===== src/rtl/itof_issue_queue.sv =====
// Integer-to-float issue queue: a small FIFO of signed 32-bit operands with tags.
// Each head entry is converted to IEEE-754 single precision on its way into a
// registered output slot.
module itof_issue_queue #(
  parameter int unsigned DEPTH = 2,
  parameter int unsigned TAG_W = 6
) (
  input  logic                     clk,
  input  logic                     rst,
  input  logic                     in_valid,
  output logic                     in_ready,
  input  logic [31:0]              in_data,
  input  logic [TAG_W-1:0]         in_tag,
  output logic                     out_valid,
  input  logic                     out_ready,
  output logic [31:0]              out_data,
  output logic [TAG_W-1:0]         out_tag,
  output logic [$clog2(DEPTH):0]   count
);

  localparam int unsigned PTR_W = $clog2(DEPTH);
  localparam int unsigned CNT_W = PTR_W + 1;

  logic [31:0]      r_mem_data [DEPTH];
  logic [TAG_W-1:0] r_mem_tag  [DEPTH];
  logic [PTR_W-1:0] r_wptr;
  logic [PTR_W-1:0] r_rptr;
  logic [CNT_W-1:0] r_count;
  logic             r_out_valid;
  logic [31:0]      r_out_data;
  logic [TAG_W-1:0] r_out_tag;

  logic             w_in_ready;
  logic             w_push;
  logic             w_pop;
  logic [31:0]      w_head;
  logic             w_sign;
  logic [31:0]      w_mag;
  logic [4:0]       w_lead;
  logic [31:0]      w_norm;
  logic [23:0]      w_mant_rnd;
  logic [7:0]       w_exp;
  logic [31:0]      w_fp;

  // Space is judged from the registered occupancy only, never from out_ready.
  assign w_in_ready = (r_count < CNT_W'(DEPTH));
  assign w_push     = in_valid && w_in_ready;
  assign w_pop      = (r_count != '0) && (!r_out_valid || out_ready);

  assign in_ready  = w_in_ready;
  assign out_valid = r_out_valid;
  assign out_data  = r_out_data;
  assign out_tag   = r_out_tag;
  assign count     = r_count;

  // Convert the FIFO head: normalise so the leading one sits at bit 31, then
  // round half away from zero using the first discarded bit.
  always_comb begin
    w_head     = r_mem_data[r_rptr];
    w_sign     = w_head[31];
    w_mag      = w_sign ? (~w_head + 32'd1) : w_head;
    w_lead     = '0;
    for (int i = 0; i < 32; i++) begin
      if (w_mag[i]) w_lead = 5'(i);
    end
    w_norm     = w_mag << (5'd31 - w_lead);
    w_mant_rnd = {1'b0, w_norm[30:8]} + 24'(w_norm[7]);
    w_exp      = 8'd127 + {3'b000, w_lead};
    if (w_mag == 32'd0) begin
      w_fp = 32'd0;
    end else if (w_mant_rnd[23]) begin
      w_fp = {w_sign, w_exp + 8'd1, 23'd0};
    end else begin
      w_fp = {w_sign, w_exp, w_mant_rnd[22:0]};
    end
  end

  // Storage array; contents are only ever read behind a valid count.
  always_ff @(posedge clk) begin
    if (w_push) begin
      r_mem_data[r_wptr] <= in_data;
      r_mem_tag[r_wptr]  <= in_tag;
    end
  end

  // Pointers and occupancy; pointers wrap naturally at DEPTH.
  always_ff @(posedge clk) begin
    if (rst) begin
      r_wptr  <= '0;
      r_rptr  <= '0;
      r_count <= '0;
    end else begin
      if (w_push) r_wptr <= r_wptr + PTR_W'(1);
      if (w_pop)  r_rptr <= r_rptr + PTR_W'(1);
      if (w_push && !w_pop)      r_count <= r_count + CNT_W'(1);
      else if (!w_push && w_pop) r_count <= r_count - CNT_W'(1);
    end
  end

  // Output slot: load the converted head on pop, drop valid when drained.
  always_ff @(posedge clk) begin
    if (rst) begin
      r_out_valid <= 1'b0;
      r_out_data  <= '0;
      r_out_tag   <= '0;
    end else if (w_pop) begin
      r_out_valid <= 1'b1;
      r_out_data  <= w_fp;
      r_out_tag   <= r_mem_tag[r_rptr];
    end else if (r_out_valid && out_ready) begin
      r_out_valid <= 1'b0;
    end
  end

endmodule


===== config.mk =====
export PLATFORM = sky130hd
export DESIGN_NAME = itof_issue_queue
export DESIGN_NICKNAME = d
export VERILOG_FILES = /design/src/rtl/itof_issue_queue.sv
export SDC_FILE = /design/constraint.sdc
export NUM_CORES = 1
export LEC_CHECK = 0
export CORE_ASPECT_RATIO = 2
export CORE_UTILIZATION = 44
export CTS_CLUSTER_DIAMETER = 50
export DETAILED_ROUTE_END_ITERATION = 8
export PLACE_DENSITY = 0.67
export RECOVER_POWER = 25
export SYNTH_ARGS = -nofsm -noshare
export SYNTH_HDL_FRONTEND = slang
export SYNTH_SLANG_ARGS = --single-unit

===== constraint.sdc =====
create_clock -name clk -period 11.4 [get_ports clk]
set_clock_uncertainty 0.05 [all_clocks]
set_input_delay 1.14 -clock clk [delete_from_list [all_inputs] [get_ports clk]]
set_output_delay 1.14 -clock clk [all_outputs]
set_load 0.005 [all_outputs]

==> results of run 1 <==
[sequential cells by signal, summed over array words and instances (netlist names), named ones only]
name / cells
count: 2
out_data: 32
r_rptr: 1
r_mem_tag: 12
r_mem_data: 64
out_valid: 1
out_tag: 6
r_wptr: 1
[cell usage after synthesis (9+ instances only)]
library cell and count:
xor2_1 24, or2_2 9, xnor2_1 36, and3_1 16, inv_1 9, nand2_1 77
nand4_1 9, mux2_2 15, clkbuf_1 21, and2_1 10, edfxtp_1 76, a211oi_1 17
o21ai_2 12, o211ai_1 17, o21ai_1 16, a221oi_1 10, a21oi_1 41, a21o_1 9
nor4_1 10, o22ai_1 14, buf_2 18, nor3_1 37, nand3_1 31, or3_1 10
a31oi_1 11, a22oi_1 12, mux2i_1 70, dfxtp_1 44, nor2_1 103, o21ai_0 42
[power breakdown]
part	internal, uW	switching (uW)
sequential	567	57.4
combinational	917	1680
clock	321	212
[cell families after synthesis]
| group | count (synthesis) |
|---|---|
| buffers and inverters | 65 |
| xor gates and xnor gates | 61 |
| adders and majority gates | 6 |
| DFF | 120 |
| muxes | 88 |
| AOI/OAI and AO/OA | 294 |
| and+or+nand+nor | 375 |
[metrics by stage]
step	worst slack, ns	util, %
after floorplan	3.32	-
after CTS	2.89	52.5
after global routing	2.08	52.5
after detailed placement	2.92	49.7
after global placement	3.12	49.7
final	2.76	52.5
[layer usage]
metal	GRT usage, %	vias to the layer above
li1	-	4043
met1	28.2	4030
met2	52.3	332
met3	4.92	117
met4	20.7	0
met5	0	-
[final timing paths]
path             endpoint  cells after the start
min          out_data[20]                      2
max reg2reg  out_data[23]                     24
max          out_data[23]                     24
min reg2reg  out_data[20]                      2
[worst register-to-register path, cell delays in order, from the launching register on]
cell and delay, ns:
edfxtp_1 0.40, mux2i_1 0.75, ha_1 0.38, nor4b_1 0.32, nand3_1 0.31, a2111oi_4 0.66
a21o_1 0.21, o211ai_1 0.18, or4_1 0.74, o21ai_1 0.62, nor2_2 0.11, buf_4 0.30
a21boi_0 0.45, a221oi_1 0.18, a31oi_1 0.43, and2_1 0.20, ha_1 0.20, o21ai_0 0.12
o221ai_1 0.29, nand4bb_4 0.19, nor3_4 0.33, nand3_2 0.19, or3b_1 0.60, mux2i_1 0.18
a21o_1 0.16
[cell type report]
cell class,count,area [um2],area share (%)
flip-flops and latches,120,3170,29.5
clock inverters,14,150,1.40
repair buffers,95,921,8.57
well taps,266,333,3.10
multi-input cells,824,5710,53.1
inverters,11,41.3,0.384
clock buffers,17,425,3.96
==> metrics.md, run 1 <==
| Metric | Value |
|---|---|
| Gr ovfl total | `0` |
| FF+latch count, synth | `120` |
| Fin nets | `1117` |
| Most frequent cells in the layout | `nor2_1, nand2_1, edfxtp_1` |
| Port buffer count | `83` |
| I/O pins | `84` |
| Fraction of the mapped netlist area in adder cells | `less than 1%` |
| Root buf cell | `clkbuf_16` |
| Post-synth EDFFs | `76` |
| Max VDD drop | `0.199 mV` |
| Mapped Cells | `1009` |
| Final Hold Fails | `0` |
| Post-synth top area cell | `edfxtp_1` |
| Initial Util | `between 40% and 50%` |
| Critical Path AT | `around 8.9 ns` |
| DP Cell Count | `~1300` |
| Avg WL per Cell | `between 20 and 25 um` |
| Final period util | `about three quarters` |
| Mapped Area | `a little over 9000 um2` |
| Dpl hpwl | `roughly 22000 um` |
| MaxCap Viol Count | `0` |
| Final setup fails | `0` |
| Drt first pass iters | `5` |
| Syn. warnings | `0` |
| Die height | `about 210 um` |
| Clock transition at path regs | `0.06 ns` |
| Row cnt | `74` |
| Ys flop type | `edfxtp_1` |
| Reg2reg start | `r_mem_data[1][0]` |
| Post-synth top area share | `approximately a quarter` |
| Hold Crit Start | `out_data[20]` |
| Fmax | `about 120 MHz` |
| DR top layer | `met4` |
| XOR/XNOR share of the synthesized area | `between 5 and 6%` |
| Die width | `around 100 um` |
| DRC Markers | `0` |
| Post-CTS setup repair buffer count | `0` |
| Placed Area | `about 10000 um2` |
| Final WL | `between 20000 and 30000 um` |
| Met1 wire length | `about 10000 um` |
| Design Power | `roughly 3800 uW` |
| Hold-fix buffers at CTS | `0` |
| Final instance area | `approximately 11000 um2` |
| Core area | `a little over 20000 um2` |
| Fillers | `between 1500 and 2000` |
| Worst Hold Class | `reg -> reg` |
| Area growth from synthesis to layout | `17.1%` |
| Min Tclk post-route | `between 8 and 9 ns` |
| Number of global-route vias before repair | `about 8400` |
| Gr usage total | `between 20% and 30%` |
| CP startpoint | `r_mem_data[1][0]` |
| Rel. slew slack | `13.4%` |
| Most common cell after layout, fill and taps aside | `nor2_1` |
| Post-cts sizing count | `0` |
| Layout cells sized above 1 | `10.5%` |
| CP Cell Sequence | `mux2i_1, ha_1, nor4b_1, nand3_1, a2111oi_4, a21o_1, o211ai_1, or4_1, o21ai_1, nor2_2, buf_4, a21boi_0, a221oi_1, a31oi_1, and2_1, ha_1, o21ai_0, o221ai_1, nand4bb_4, nor3_4, nand3_2, or3b_1, mux2i_1, a21o_1` |
| Ant diodes | `0` |
| Multiplexer area fraction after synthesis | `10.2%` |
| Unrepaired setup endpoints after global routing | `no` |
| Placer Congestion | `between 1 and 1.5` |
| Leakage power | `0.00364 uW` |
| H-Tree Depth | `4` |
| Min Hold Slack | `around 0.40 ns` |
| Synth area leaders | `edfxtp_1, dfxtp_1, mux2i_1, nor2_1, xnor2_1` |
| Number of antenna violations at the first check in global routing | `0` |
| Via count | `around 8500` |
| Post-synthesis compound-gate area fraction | `a little under a quarter` |
| Initial DRC count | `501` |
| CTS tree | `done` |
| Fin cells | `around 1300` |
| Slew Viols, Final | `0` |
| Critical Path End Type | `flip-flop` |
| Die area | `approximately 21000 um2` |
| Sink Count | `between 100 and 150` |
| Asr flop ratio synth | `0%` |
| Mean Syn Cell Area | `between 9 and 10 um2` |
| Post-synthesis simple-gate area fraction | `21.8%` |
| CP required | `11.69 ns` |
| Worst Path Max Fanout | `35` |
| CTS buffer count | `17` |
| R2R Setup Slk | `roughly 2.8 ns` |
| Met2 WL post-DR | `between 15000 and 20000 um` |
| Largest net degree at the start of global routing | `82` |
| DR WL met3 | `about 1100 um` |
| Register area share after synthesis | `34.5%` |
| Crit-path leading delay family | `compound AO/OA/AOI/OAI gates` |
| Slowest cell on crit path | `mux2i_1` |
| Post-route ant nets | `0` |
| Clock Latency Late Sink | `about 0.44 ns` |
| Clk buf depth | `2` |
| CP peak stage delay | `0.75 ns` |
| CP Buf/Inv Count | `1` |
| Largest family of logic cells by synthesized area | `compound AO/OA/AOI/OAI gates` |
| Pwr dens | `between 300 and 400 nW/um2` |
| Syn_nets | `between 1000 and 1500` |
| Setup_tns | `0 ns` |
| DR vias/cell | `6.33` |
| Status | `finished, final reports clean` |
| Worst Tran Pin Value | `roughly 1.3 ns` |
| Worst setup path class | `reg -> reg` |
| First-pass GRT wire length | `~46000 um` |
| Crit start category | `flip-flop` |
| Unique cell type count in the Yosys netlist | `94` |
Power figures use the tool's default switching activity.
==> run 2: changes to the inputs <==
==> constraint.sdc (replaced) <==
create_clock -name clk -period 8.8 [get_ports clk]
set_clock_uncertainty 0.05 [all_clocks]
set_input_delay 0.88 -clock clk [delete_from_list [all_inputs] [get_ports clk]]
set_output_delay 0.88 -clock clk [all_outputs]
set_load 0.005 [all_outputs]
==> metrics.md, run 2 (synthesis gave the netlist of run 1 again) <==
| Metric | Value |
|---|---|
| Gr usage total | `29.6% (+1.3 points)` |
| Largest register FFs | `64 (unchanged)` |
| Grt met3 use | `5.58% (+0.66 points)` |
| Most common cell after layout, fill and taps aside | `nor2_1` |
| Area growth from synthesis to layout | `18.6%` |
| Root buf cell | `clkbuf_16` |
| DR vias/cell | `6.31 (-0.30%)` |
| Pwr dens | `454 nW/um2 (+30%)` |
| Via count | `8591 (+0.81%)` |
| Critical path depth | `25 (+4.2%)` |
| Worst setup path class | `reg -> reg` |
| Sequential cell area | `3170 um2 (unchanged)` |
| Avg WL per Cell | `22.5 um (+2.7%)` |
| Placed Area | `10300 um2 (+1.0%)` |
| Setup_tns | `0 ns (unchanged)` |
| Clock Latency Late Sink | `0.44 ns (about the same)` |
| Slew Viols, Final | `0 (unchanged)` |
| Number of global-route vias before repair | `8420 (+0.84%)` |
| Placer Congestion | `1.04 (+0.98%)` |
| Most frequent cells in the layout | `nor2_1, nand2_1, edfxtp_1` |
| Post-CTS setup repair buffer count | `0 (unchanged)` |
| Number of antenna violations at the first check in global routing | `0 (unchanged)` |
| Initial DRC count | `523 (+4.4%)` |
| Hold-fix buffers at CTS | `0 (unchanged)` |
| Critical Path End Type | `flip-flop` |
| Layout cells sized above 1 | `11.6% (+1.0 points)` |
| R2R Setup Slk | `0.73 ns (-2.03 ns)` |
| Clock transition at path regs | `0.05 ns (about the same)` |
| Min Tclk post-route | `8.07 ns (-0.572 ns)` |
| Final WL | `30700 um (+3.8%)` |
| Drt first pass iters | `7 (+2)` |
| Sink Count | `120 (unchanged)` |
| FF-to-FF End | `out_data[6]` |
| Gr ovfl total | `0 (unchanged)` |
| Crit-path leading delay family | `simple AND/OR/NAND/NOR gates` |
| Die height | `206 um (unchanged)` |
| Port buffer count | `83 (unchanged)` |
| Worst Tran Pin Value | `1.24 ns (-0.0467 ns)` |
| Leakage power | `0.00373 uW (+2.3%)` |
| Fillers | `1906 (-3.2%)` |
| Area of the multi-input gates | `5710 um2 (unchanged)` |
| First-pass GRT wire length | `47700 um (+3.4%)` |
| Final period util | `91.7% (+16 points)` |
| Met2 Usage GRT | `54.7% (+2.4 points)` |
| Slowest cell on crit path | `or4_1` |
| Final setup fails | `0 (unchanged)` |
| MaxCap Viol Count | `0 (unchanged)` |
| CP Buf/Inv Count | `2 (+1)` |
| Fmax | `124 MHz (+7.1%)` |
| Largest net degree at the start of global routing | `85 (+3.7%)` |
| Rel. slew slack | `16.6% (+3.1 points)` |
| CTS tree | `done` |
| Final Hold Fails | `0 (unchanged)` |
| CP required | `9.06 ns (-2.63 ns)` |
| CTS buffer count | `17 (unchanged)` |
| Post-route ant nets | `0 (unchanged)` |
| I/O pins | `84 (unchanged)` |
| Row cnt | `74 (unchanged)` |
| Status | `finished, final reports clean` |
| Final instance area | `10900 um2 (+1.2%)` |
| Dpl hpwl | `23300 um (+4.6%)` |
| DRC Markers | `0 (unchanged)` |
| Critical Path AT | `8.33 ns (-0.60 ns)` |
| Reg2Reg Depth | `25 (+4.2%)` |
| Core area | `20500 um2 (unchanged)` |
| GR Layer Usage met1 | `29.0% (+0.86 points)` |
| Crit start category | `flip-flop` |
| Top reg by flops | `r_mem_data` |
| Worst Hold Class | `reg -> reg` |
| Die width | `104 um (unchanged)` |
| H-Tree Depth | `4 (unchanged)` |
| Grt peak-use layer | `met2` |
| CP peak stage delay | `0.70 ns (-0.05 ns)` |
| Unrepaired setup endpoints after global routing | `no` |
| Ant diodes | `0 (unchanged)` |
| Post-cts sizing count | `0 (unchanged)` |
| Worst Path Max Fanout | `84 (+140%)` |
| Initial Util | `44.8% (unchanged)` |
| Max VDD drop | `0.183 mV (-7.9%)` |
| Crit path to | `out_data[6]` |
| Clk buf depth | `2 (unchanged)` |
| Die area | `21500 um2 (unchanged)` |
| Fin nets | `1131 (+1.3%)` |
[run 2: changes by cell type in the layout (fill, tap and decap cells not counted), sizes merged]
cell      change
bufinv        +1
clkbuf        +1
buf          +14
clkinv        +1
clkinvlp      -2
[run 2: worst reg2reg max path: stages (launching register included)]
cell	delay (ns)
dfxtp_4	0.34
buf_4	0.68
o21a_1	0.25
ha_1	0.23
nor4b_1	0.35
nand3_1	0.33
a2111oi_4	0.64
a21o_1	0.20
o211ai_1	0.18
or4_1	0.70
nor3_2	0.54
nor2_2	0.14
a21boi_0	0.49
a221oi_1	0.15
a31oi_1	0.19
buf_4	0.16
and2_1	0.12
ha_1	0.19
o21ai_0	0.10
o221ai_1	0.26
nand4bb_4	0.19
nor3_4	0.33
nand3_2	0.17
or3b_1	0.61
nand2_8	0.25
o21ai_1	0.10
[run 2: cell type report]
class	count	area share, %
multi-input combinational	824	52.5
sequential	120	29.1
timing repair buffer	109	9.43
clock buffer	18	3.95
tap	266	3.06
clock inverter	14	1.59
inverter	11	0.380
[run 2: how the worst min path moves through the flow]
stage,to,cells past startpoint,from
global route,out_data[4],2,out_data[4]
finish,out_data[4],2,out_data[4]
detailed placement,out_data[4],2,out_data[4]
global placement,out_data[6],2,out_data[6]
CTS,out_data[4],2,out_data[4]
floorplan,out_data[20],2,out_data[20]
[run 2: metal layers]
layer	vias to the layer above	routed length [um]
li1	4084	-
met1	4033	10800
met2	351	16300
met3	123	1310
met4	0	2230
met5	-	0
[run 2: power breakdown]
part           internal [uW]  total (uW)  switching, uW
registers                734         807           73.0
clock network            447         720            273
logic                   1230        3410           2180
[run 2: per-stage QoR]
step	std cells	util (%)	worst slack, ns	power (uW)	hold WS, ns
floorplan	1009	-	0.723	3160	0.392
global placement	1330	50.2	0.845	4130	0.384
detailed placement	1330	50.2	0.747	4120	0.388
CTS	1362	53.2	0.734	4860	0.396
global route	1362	53.2	0.0819	5260	0.414
finish	1362	53.2	0.732	4940	0.393
==> run 3: changes to the inputs <==
--- a/config.mk
+++ b/config.mk
@@ -6,10 +6,10 @@
 export NUM_CORES = 1
 export LEC_CHECK = 0
 export CORE_ASPECT_RATIO = 2
-export CORE_UTILIZATION = 44
+export CORE_UTILIZATION = 59
 export CTS_CLUSTER_DIAMETER = 50
 export DETAILED_ROUTE_END_ITERATION = 8
-export PLACE_DENSITY = 0.67
+export PLACE_DENSITY = 0.85
 export RECOVER_POWER = 25
 export SYNTH_ARGS = -nofsm -noshare
 export SYNTH_HDL_FRONTEND = slang
==> metrics.md, run 3 (synthesis gave the netlist of run 1 again) <==
| Metric | Value |
|---|---|
| Status | `finished, final reports clean` |
| Critical Path End Type | `flip-flop` |
| Post-route ant nets | `0 (unchanged)` |
| Post-CTS setup repair buffer count | `0 (unchanged)` |
| Gr ovfl total | `0 (unchanged)` |
| Fmax | `124 MHz (unchanged)` |
| Row cnt | `64 (-14%)` |
| CP Buf/Inv Count | `2 (unchanged)` |
| Die area | `16100 um2 (-25%)` |
| Rel. slew slack | `17.6% (+1.1 points)` |
| Flop pwr share | `17.1% (+0.8 points)` |
| Worst Path Max Fanout | `48 (-43%)` |
| Design Power | `4890 uW (-1.0%)` |
| Placer Congestion | `1.10 (+5.7%)` |
| Leakage power | `0.00370 uW (-0.67%)` |
| Sw Pwr | `2530 uW (+0.16%)` |
| Initial Util | `60.3% (+15 points)` |
| Largest register FFs | `64 (unchanged)` |
| Power share of the combinational group | `69.6% (+0.5 points)` |
| Post-cts sizing count | `0 (unchanged)` |
| Clock Latency Late Sink | `0.44 ns (about the same)` |
| Top reg by flops | `r_mem_data` |
| Critical Path AT | `8.33 ns (about the same)` |
| Worst setup path class | `reg -> reg` |
| Power share of the clock group | `13.3% (-1.3 points)` |
| Net Sw Frac | `51.8% (+0.62 points)` |
| CTS tree | `done` |
| Number of global-route vias before repair | `8845 (+5.0%)` |
| Unrepaired setup endpoints after global routing | `no` |
| Port buffer count | `83 (unchanged)` |
| Most frequent cells in the layout | `nor2_1, nand2_1, edfxtp_1` |
| First-pass GRT wire length | `47200 um (-0.96%)` |
| Most common cell after layout, fill and taps aside | `nor2_1` |
| MaxCap Viol Count | `0 (unchanged)` |
| CTS buffer count | `17 (unchanged)` |
| Dpl hpwl | `22200 um (-5.0%)` |
| Final Hold Fails | `0 (unchanged)` |
| Core area | `15200 um2 (-26%)` |
| Die height | `178 um (-14%)` |
| Gr usage total | `38.8% (+9.3 points)` |
| Clock transition at path regs | `0.06 ns (about the same)` |
| CP required | `9.06 ns (about the same)` |
| Crit-path leading delay family | `simple AND/OR/NAND/NOR gates` |
| I/O pins | `84 (unchanged)` |
| Setup_tns | `0 ns (unchanged)` |
| Clk buf depth | `2 (unchanged)` |
| Slew Viols, Final | `0 (unchanged)` |
| Ant diodes | `0 (unchanged)` |
| Drt first pass iters | `8 (+1)` |
| Max VDD drop | `0.233 mV (+27%)` |
| Final period util | `91.7% (about the same)` |
| Number of antenna violations at the first check in global routing | `0 (unchanged)` |
| Final WL | `30600 um (-0.11%)` |
| Layout Utilization | `70.7% (+18 points)` |
| Area growth from synthesis to layout | `17.3%` |
| Die width | `90.2 um (-13%)` |
| Worst Tran Pin Value | `1.23 ns (-0.0108 ns)` |
| Root buf cell | `clkbuf_16` |
| DRC Markers | `0 (unchanged)` |
| Initial DRC count | `722 (+38%)` |
| Hold Crit Start | `out_data[4]` |
| Pint | `2360 uW (-2.3%)` |
| Sink Count | `120 (unchanged)` |
| Hold-fix buffers at CTS | `0 (unchanged)` |
| Crit start category | `flip-flop` |
| H-Tree Depth | `4 (unchanged)` |
| Slowest cell on crit path | `or4_1` |
| Fin nets | `1134 (+0.27%)` |
| Final setup fails | `0 (unchanged)` |
| Largest net degree at the start of global routing | `49 (-42%)` |
| Min Tclk post-route | `8.07 ns (+0.0000120 ns)` |
| Via count | `8916 (+3.8%)` |
| CP peak stage delay | `0.70 ns (about the same)` |
| DR vias/cell | `6.87 (+9.0%)` |
| Layout cells sized above 1 | `11.6% (+0.059 points)` |
| Pwr dens | `454 nW/um2 (about the same)` |
| Avg WL per Cell | `23.6 um (+4.9%)` |
| Worst Hold Class | `reg -> reg` |
-- run 3: final cells by class --
class	instances	area, um2
well taps	198	248
fillers	1182	4460
multi-input cells	824	5710
flip-flops and latches	120	3170
inverters	11	41.3
clock inverters	10	72.6
clock buffers	22	474
repair buffers	112	1050
-- run 3: worst reg2reg max path, delay by kind of cell, from the launching register on --
family          cells  cell delay [ns]
simple gates       11             3.55
buf+inv             2             0.37
mux                 1             0.35
compound gates      9             2.44
flops               1             0.69
fa+ha+maj           2             0.49
-- run 3: worst paths after layout --
check,endpoint,slack (ns),cells past startpoint
setup / recovery,out_data[20],0.73,25
hold / removal,out_data[4],0.40,2
setup reg to reg,out_data[20],0.73,25
hold reg to reg,out_data[4],0.40,2
-- run 3: stage by stage --
step	setup WS [ns]	cell area, um2	cells	hold slack (ns)
after floorplan	0.723	9170	1009	0.392
after global placement	1.15	10200	1265	0.382
after detailed placement	0.959	10200	1265	0.391
after CTS	0.871	10800	1297	0.403
after global routing	0.255	10800	1297	0.425
final	0.732	10800	1297	0.404
-- run 3: power groups by stage --
stage               Sequential, uW  Combinational (uW)  Clock, uW
finish                         834                3410        650
global route                   846                3630        672
CTS                            831                3270        653
detailed placement             839                3250          0
global placement               833                3210          0
floorplan                      804                2350          0
-- run 3: layer usage --
| metal | global-route usage [%] | vias up | wire length, um |
|---|---|---|---|
| li1 | - | 4079 | - |
| met5 | 0 | - | 0 |
| met3 | 10.1 | 174 | 1910 |
| met1 | 36.8 | 4209 | 10200 |
| met2 | 69.9 | 454 | 16000 |
| met4 | 31.8 | 0 | 2530 |
